## src/rtl/rec0101_scan_ctrl.sv

```systemverilog
// rtl/rec0101_scan_ctrl.sv - truth-table scan sequencer for a 4-input function unit
module rec0101_scan_ctrl #(
    parameter int unsigned SETTLE_CYCLES = 1,
    parameter logic [15:0] EXP_MASK      = 16'h7310
) (
    input  logic        clk,
    input  logic        rst_n,
    input  logic        start,
    input  logic        abort,
    output logic        vec_x,
    output logic        vec_y,
    output logic        vec_w,
    output logic        vec_z,
    input  logic        dut_s,
    output logic        busy,
    output logic        done,
    output logic [15:0] result,
    output logic        pass,
    output logic [4:0]  err_count,
    output logic [3:0]  first_err_idx
);

    // Settle counter only has to reach SETTLE_CYCLES-1.
    localparam int unsigned CW = (SETTLE_CYCLES > 1) ? $clog2(SETTLE_CYCLES) : 1;
    localparam logic [CW-1:0] SETTLE_LAST = CW'(SETTLE_CYCLES - 1);

    typedef enum logic [1:0] {
        S_IDLE   = 2'd0,
        S_APPLY  = 2'd1,
        S_SAMPLE = 2'd2,
        S_DONE   = 2'd3
    } state_t;

    state_t         state_q, state_d;
    logic [3:0]     idx_q, idx_d;
    logic [CW-1:0]  cnt_q, cnt_d;
    logic [15:0]    result_q, result_d;
    logic [4:0]     err_q, err_d;
    logic [3:0]     first_q, first_d;
    logic           pass_q, pass_d;
    logic           scanning;

    // State and status registers; reset returns everything to zero.
    always_ff @(posedge clk or negedge rst_n) begin
        if (!rst_n) begin
            state_q  <= S_IDLE;
            idx_q    <= 4'd0;
            cnt_q    <= '0;
            result_q <= 16'd0;
            err_q    <= 5'd0;
            first_q  <= 4'd0;
            pass_q   <= 1'b0;
        end else begin
            state_q  <= state_d;
            idx_q    <= idx_d;
            cnt_q    <= cnt_d;
            result_q <= result_d;
            err_q    <= err_d;
            first_q  <= first_d;
            pass_q   <= pass_d;
        end
    end

    // Next-state logic: walk idx 0..15, hold each vector, then capture s.
    always_comb begin
        state_d  = state_q;
        idx_d    = idx_q;
        cnt_d    = cnt_q;
        result_d = result_q;
        err_d    = err_q;
        first_d  = first_q;
        pass_d   = pass_q;

        case (state_q)
            S_IDLE: begin
                // abort beats a simultaneous start
                if (!abort && start) begin
                    result_d = 16'd0;
                    err_d    = 5'd0;
                    first_d  = 4'd0;
                    pass_d   = 1'b0;
                    idx_d    = 4'd0;
                    cnt_d    = '0;
                    state_d  = S_APPLY;
                end
            end
            S_APPLY: begin
                if (abort) begin
                    pass_d  = 1'b0;
                    cnt_d   = '0;
                    state_d = S_IDLE;
                end else if (cnt_q == SETTLE_LAST) begin
                    cnt_d   = '0;
                    state_d = S_SAMPLE;
                end else begin
                    cnt_d = cnt_q + CW'(1);
                end
            end
            S_SAMPLE: begin
                // an abort here drops the sample for this idx
                if (abort) begin
                    pass_d  = 1'b0;
                    state_d = S_IDLE;
                end else begin
                    result_d[idx_q] = dut_s;
                    if (dut_s != EXP_MASK[idx_q]) begin
                        err_d = err_q + 5'd1;
                        if (err_q == 5'd0) begin
                            first_d = idx_q;
                        end
                    end
                    if (idx_q == 4'd15) begin
                        pass_d  = (err_d == 5'd0);
                        state_d = S_DONE;
                    end else begin
                        idx_d   = idx_q + 4'd1;
                        state_d = S_APPLY;
                    end
                end
            end
            S_DONE: begin
                state_d = S_IDLE;
            end
            default: begin
                state_d = S_IDLE;
            end
        endcase
    end

    // Outputs decoded from registered state; vector lines idle low.
    always_comb begin
        scanning = (state_q == S_APPLY) || (state_q == S_SAMPLE);
        {vec_x, vec_y, vec_w, vec_z} = scanning ? idx_q : 4'd0;
        busy          = scanning;
        done          = (state_q == S_DONE);
        result        = result_q;
        pass          = pass_q;
        err_count     = err_q;
        first_err_idx = first_q;
    end

endmodule

```

## config.mk

```make
export PLATFORM = sky130hd
export DESIGN_NAME = rec0101_scan_ctrl
export DESIGN_NICKNAME = d
export VERILOG_FILES = /design/src/rtl/rec0101_scan_ctrl.sv
export SDC_FILE = /design/constraint.sdc
export NUM_CORES = 1
export LEC_CHECK = 0
export BUFFER_PORTS_ARGS = -buffer_cell sky130_fd_sc_hd__buf_4
export CORE_UTILIZATION = 50
export CTS_CLUSTER_SIZE = 14
export DETAILED_ROUTE_END_ITERATION = 10
export PLACE_DENSITY = 0.76
export RECOVER_POWER = 50
export SKIP_CTS_REPAIR_TIMING = 1
export SYNTH_ARGS = -nofsm -noshare
export SYNTH_HDL_FRONTEND = slang
export SYNTH_SLANG_ARGS = --single-unit
```

## constraint.sdc

```tcl
create_clock -name clk -period 2.6 [get_ports clk]
set_input_delay 0.26 -clock clk [delete_from_list [all_inputs] [get_ports clk]]
set_output_delay 0.26 -clock clk [all_outputs]
set_load 0.02 [all_outputs]
```

[Word-level counts from Yosys, hierarchy flattened]
Memory sizes are Yosys's and may differ from the RTL's.
Index checks and enable logic that the tools add are counted.
Operators by class
  add/sub/neg operators: 3
  order comparisons: 2
  eq/ne operators: 13
  mux-type cells: 36
  reductions and logical operators: 16
Operators with widths (count)
  2-to-1 mux 16 bit: 2
  one-hot mux 16 bit (2 select lines): 1
  2-to-1 mux 4 bit: 7
  2-to-1 mux 5 bit: 5
  bitwise mux 16 bit: 1
  one-hot mux 4 bit (2 select lines): 2
  != test 2 bit (second input constant): 6
  zero test 5 bit: 2
  2-to-1 mux 2 bit: 5
  one-hot mux 5 bit (2 select lines): 1
  2-to-1 mux 1 bit: 8
  one-hot mux 2 bit (4 select lines): 1
  AND reduction 4 bit: 2
  != test 3 bit (second input constant): 2
  adder 5 x 1 -> 5 bit (second input constant): 1
  less-than comparator 4 x 5 -> 1 bit (second input constant): 1
  AND reduction 5 bit: 1
  adder 4 x 1 -> 4 bit (second input constant): 1
  demux 1 bit (select 4 bit): 1
  == test 2 bit (second input constant): 2
  == test 4 bit (second input constant): 1
  greater-or-equal comparator 4 x 1 -> 1 bit (second input constant): 1
  AND reduction 2 bit: 2
  nonzero test 2 bit: 2
  11 further kinds: 12
Word-level totals
  flip-flop bits (word level): 33
  ROM bits: 16
  output and inout bits: 32
  logic and storage cells: 78
  memories kept: 1
Memories
  (name not given): depth 16, width 1, rd ports 1, clocked after memory_dff 0, write ports 0, RTL line 106  | if (dut_s != EXP_MASK[idx_q]) begin

[Longest topological paths before layout]
  word-level depth: 10
  gate-level depth with buffers: 8

[Worst setup path before layout]
OpenSTA, ideal clock, no wires.
  path type: register to register
  start: register idx_q[0]
  end: register pass_q (netlist: pass)
  setup time: 104 ps
  data arrival time: 1987 ps
  required time: 2496 ps
  setup slack: 510 ps
  cell stages (with the launch flop): 7
  clock period less this slack: 2090 ps
  path through: dfrtp_1 > ha_1 > mux2_4 > nor3b_1 > o2111ai_2 > mux2i_1 > o41ai_2
On the way
  cells in the longest elaborated chain, start to end: 10
  elaborated cells between the ends (all ways): 13
Ends and longest elaborated chain
  start, declared: RTL line 35  | logic [3:0] idx_q, idx_d;
  start signal, assigned: RTL line 55  | idx_q <= idx_d;
  memory (16 x 1 bit)
  2-to-1 mux 1 bit (implied by the code): RTL line 106
  != test 1 bit: RTL line 106
  2-to-1 mux 5 bit: RTL line 106
  2-to-1 mux 5 bit: RTL line 101  | if (abort) begin
  2-to-1 mux 5 bit: RTL line 74  | case (state_q)
  zero test 5 bit: RTL line 113  | pass_d = (err_d == 5'd0);
  2-to-1 mux 1 bit: RTL line 112  | if (idx_q == 4'd15) begin
  2-to-1 mux 1 bit: RTL line 101
  one-hot mux 1 bit (3 select lines): RTL line 74
  end signal, assigned: RTL line 60  | pass_q <= pass_d;
  end, declared: RTL line 40  | logic pass_q, pass_d;
Parallel ways exist; a longest one is shown, timed or not. The select of a mux whose other input is x is not followed.
A chain may end at the register's enable or synchronous reset.

[Final worst setup path]
Same ends and word-level chain as after synthesis.

==> results.ini <==
[global_routing]
grt_pass1_vias = 1494
grt_overflow = 0
grt_pass1_wl_mm = 7.32
grt_util_all_layers_pct = 24.1
grt_start_max_net_pins = 33
grt_antenna_before_repair = 0

[clock_network]
cts_made_buffers = 5
htree_levels = 2
clockRootBuffer = clkbuf_8
ctsLongestPathBuffers = 2
cts_tree = yes
cts.sinks = 32
cts.reportedPaths.clkPinSlew_ns = 0.07
clk_latency_ns = 0.29

[detailed_routing]
drt_iter0_markers = 124
drcViolationCount = 0
wl_mm = 4.30
dr_total_vias = 1639
ant_nets = 0
drt_first_pass_iters = 4
vias_per_cell = 5.69
wl_per_cell_microns = 14.9

[run_status]
violations = max-capacitance violations, max-slew violations
outcome = finished with violations

[power_and_ir_drop]
p_per_area_nw_per_um2 = 800
ir_worst_vdd_mv = 0.572
p_comb_share_pct = 38.3
p_sw_w = 0.000702
p_sw_share_pct = 39.4
totalPowerFinal_w = 0.00178
leakage_nw = 1.02
p_int_w = 0.00108
clkPwrFrac_pct = 26.8
sequentialPowerShare_pct = 34.9

[worst_setup_path]
cp.arrival_ns = 2.53
r2r_cells = 7
r2r_setup_slack_ns = 0.26
worstSetupStartpointType = flip-flop
critical_path_class = reg2reg
required_ns = 2.79
path_max_fanout = 8
critPathCaptureType = flip-flop

[yosys]
yosys.area.top_type = dfrtp_1
synth_area_sq_um = 1860
syn_avg_cell_area_sq_um = 9.12
syn_nets = 221
synth_top_cell_area_share_pct = 43.0
synth_area_leaders = dfrtp_1 43%, o21ai_0 9.4%, ha_1 8.1%
async_flop_share_pct = 100
synth_top_flop_cell = dfrtp_1
seq_area_frac_synth_pct = 43.0
synthCells = 204
synth_cell_type_count = 34
synth_edf_count = 0
ys_ff_latch = 32
ys_warn_count = 0

[placed_design]
io_buffers = 36
gp_congestion = 0.834
dpl.hpwl_mm = 3.04

[die]
fp.dieW_microns = 63
core_area_sq_um = 3440
die_y_microns = 63
rows = 21
num_io_pins = 37
start_util_pct = 54.1
dieArea_sq_um = 3970

[layout]
final_nets = 258
layout_commonest_cell = o21ai_0
seqCellArea_sq_um = 801
multi_input_area_sq_um = 970
drive_gt1_share_pct = 14.9
antenna_cells = 0
mostFrequentLayoutCells = 35 x o21ai_0, 32 x dfrtp_1, 21 x buf_4, 18 x a21oi_1, 17 x clkbuf_1
nFillCells = 301
area_growth_pct = 19.7

[sta]
tightest_slew_ns = 1.71
hold_ws_ns = 0.193
clock.fmax_ghz = 0.427
fin_crit_sh_pct = 90.1
skew_ns = 0.00595
finalMaxSlewViolations = 33
setup_tns_ns = 0
rsz0062_at_grt = false
hold_violations = 0
setup_viol = 0
period_needed_ns = 2.34
slew_headroom_pct = -13.9

[worst_hold_path]
hold_class = in2reg
whs_path_depth = 2

[run]
max-cap-violations = 1

state kept, by name, summed over array words and instances, names as in the netlist:
signal,flops
result,16
state_q,2
first_err_idx,4
idx_q,4
err_count,5
pass,1
cells by family (layout without fill, tap and decap cells):
kind of cell | after synthesis | after routing | synth area share, %
AO/OA/AOI/OAI | 70 | 70 | 22.6
AND/OR/NAND/NOR | 53 | 53 | 14.5
flip-flops | 32 | 32 | 43.0
buffers and inverters | 24 | 62 | 4.84
adder cells (fa/ha/maj) | 12 | 12 | 8.07
multiplexers | 8 | 8 | 4.57
XOR/XNOR | 5 | 5 | 2.35
worst max-delay path, stage by stage (launching register included):
cell and delay [ns]:
dfrtp_1 0.48, inv_1 0.12, ha_1 0.31, nor4bb_1 0.18
a221o_1 0.38, or2_2 0.36, mux2i_1 0.15, o41ai_2 0.26
metrics by stage:
| step | area [sq um] | std cells | setup WS, ns | utilization (%) |
|---|---|---|---|---|
| after global placement | 2170 | 279 | 0.400 | 63.0 |
| final | 2230 | 288 | 0.258 | 64.7 |
| after CTS | 2280 | 287 | 0.265 | 66.3 |
| after global routing | 2230 | 288 | 0.113 | 64.7 |
| after detailed placement | 2170 | 279 | 0.279 | 63.0 |
| after floorplan | 1860 | 204 | 0.510 | - |
path summary, 6_finish.rpt:
| path | startpoint | to |
|---|---|---|
| setup / recovery | idx_q[0] | pass |
| hold / removal | abort | state_q[1] |
| setup reg to reg | idx_q[0] | pass |
| hold reg to reg | pass | pass |
| max in group asynchronous | rst_n | state_q[0] |
| min in group asynchronous | rst_n | err_count[4] |
metal layers:
metal / wire, microns / global-route usage (%) / vias up
li1: - / - / 796
met1: 1910 / 33.2 / 762
met2: 1980 / 35.3 / 72
met3: 339 / 7.48 / 9
met4: 70 / 8.43 / 0
met5: 0 / 0 / -
cell usage after synthesis, drive strengths merged (4+ instances only):
master	count
nor2	9
clkbuf	9
mux2i	7
xor2	4
dfrtp	32
nand2	14
ha	12
nand3	7
inv	15
nor2b	4
a21oi	19
o21ai	35
and2	6
area by class of cell:
| type | instances | share of cell area [%] |
|---|---|---|
| multi-input combinational | 148 | 43.5 |
| inverter | 15 | 2.53 |
| timing repair buffer | 39 | 10.4 |
| clock buffer | 5 | 3.09 |
| sequential | 32 | 36.0 |
| tap | 46 | 2.58 |
| clock inverter | 3 | 1.91 |
power by group through the flow:
stage | Clock [W] | Sequential, W | Combinational (W)
floorplan | 0 | 0.000646 | 0.000459
global placement | 0 | 0.000628 | 0.000673
detailed placement | 0 | 0.000631 | 0.000688
CTS | 0.000484 | 0.000622 | 0.000692
global route | 0.000515 | 0.000635 | 0.000753
finish | 0.000478 | 0.000622 | 0.000683
Note: power is estimated with default switching activity, not from simulation.
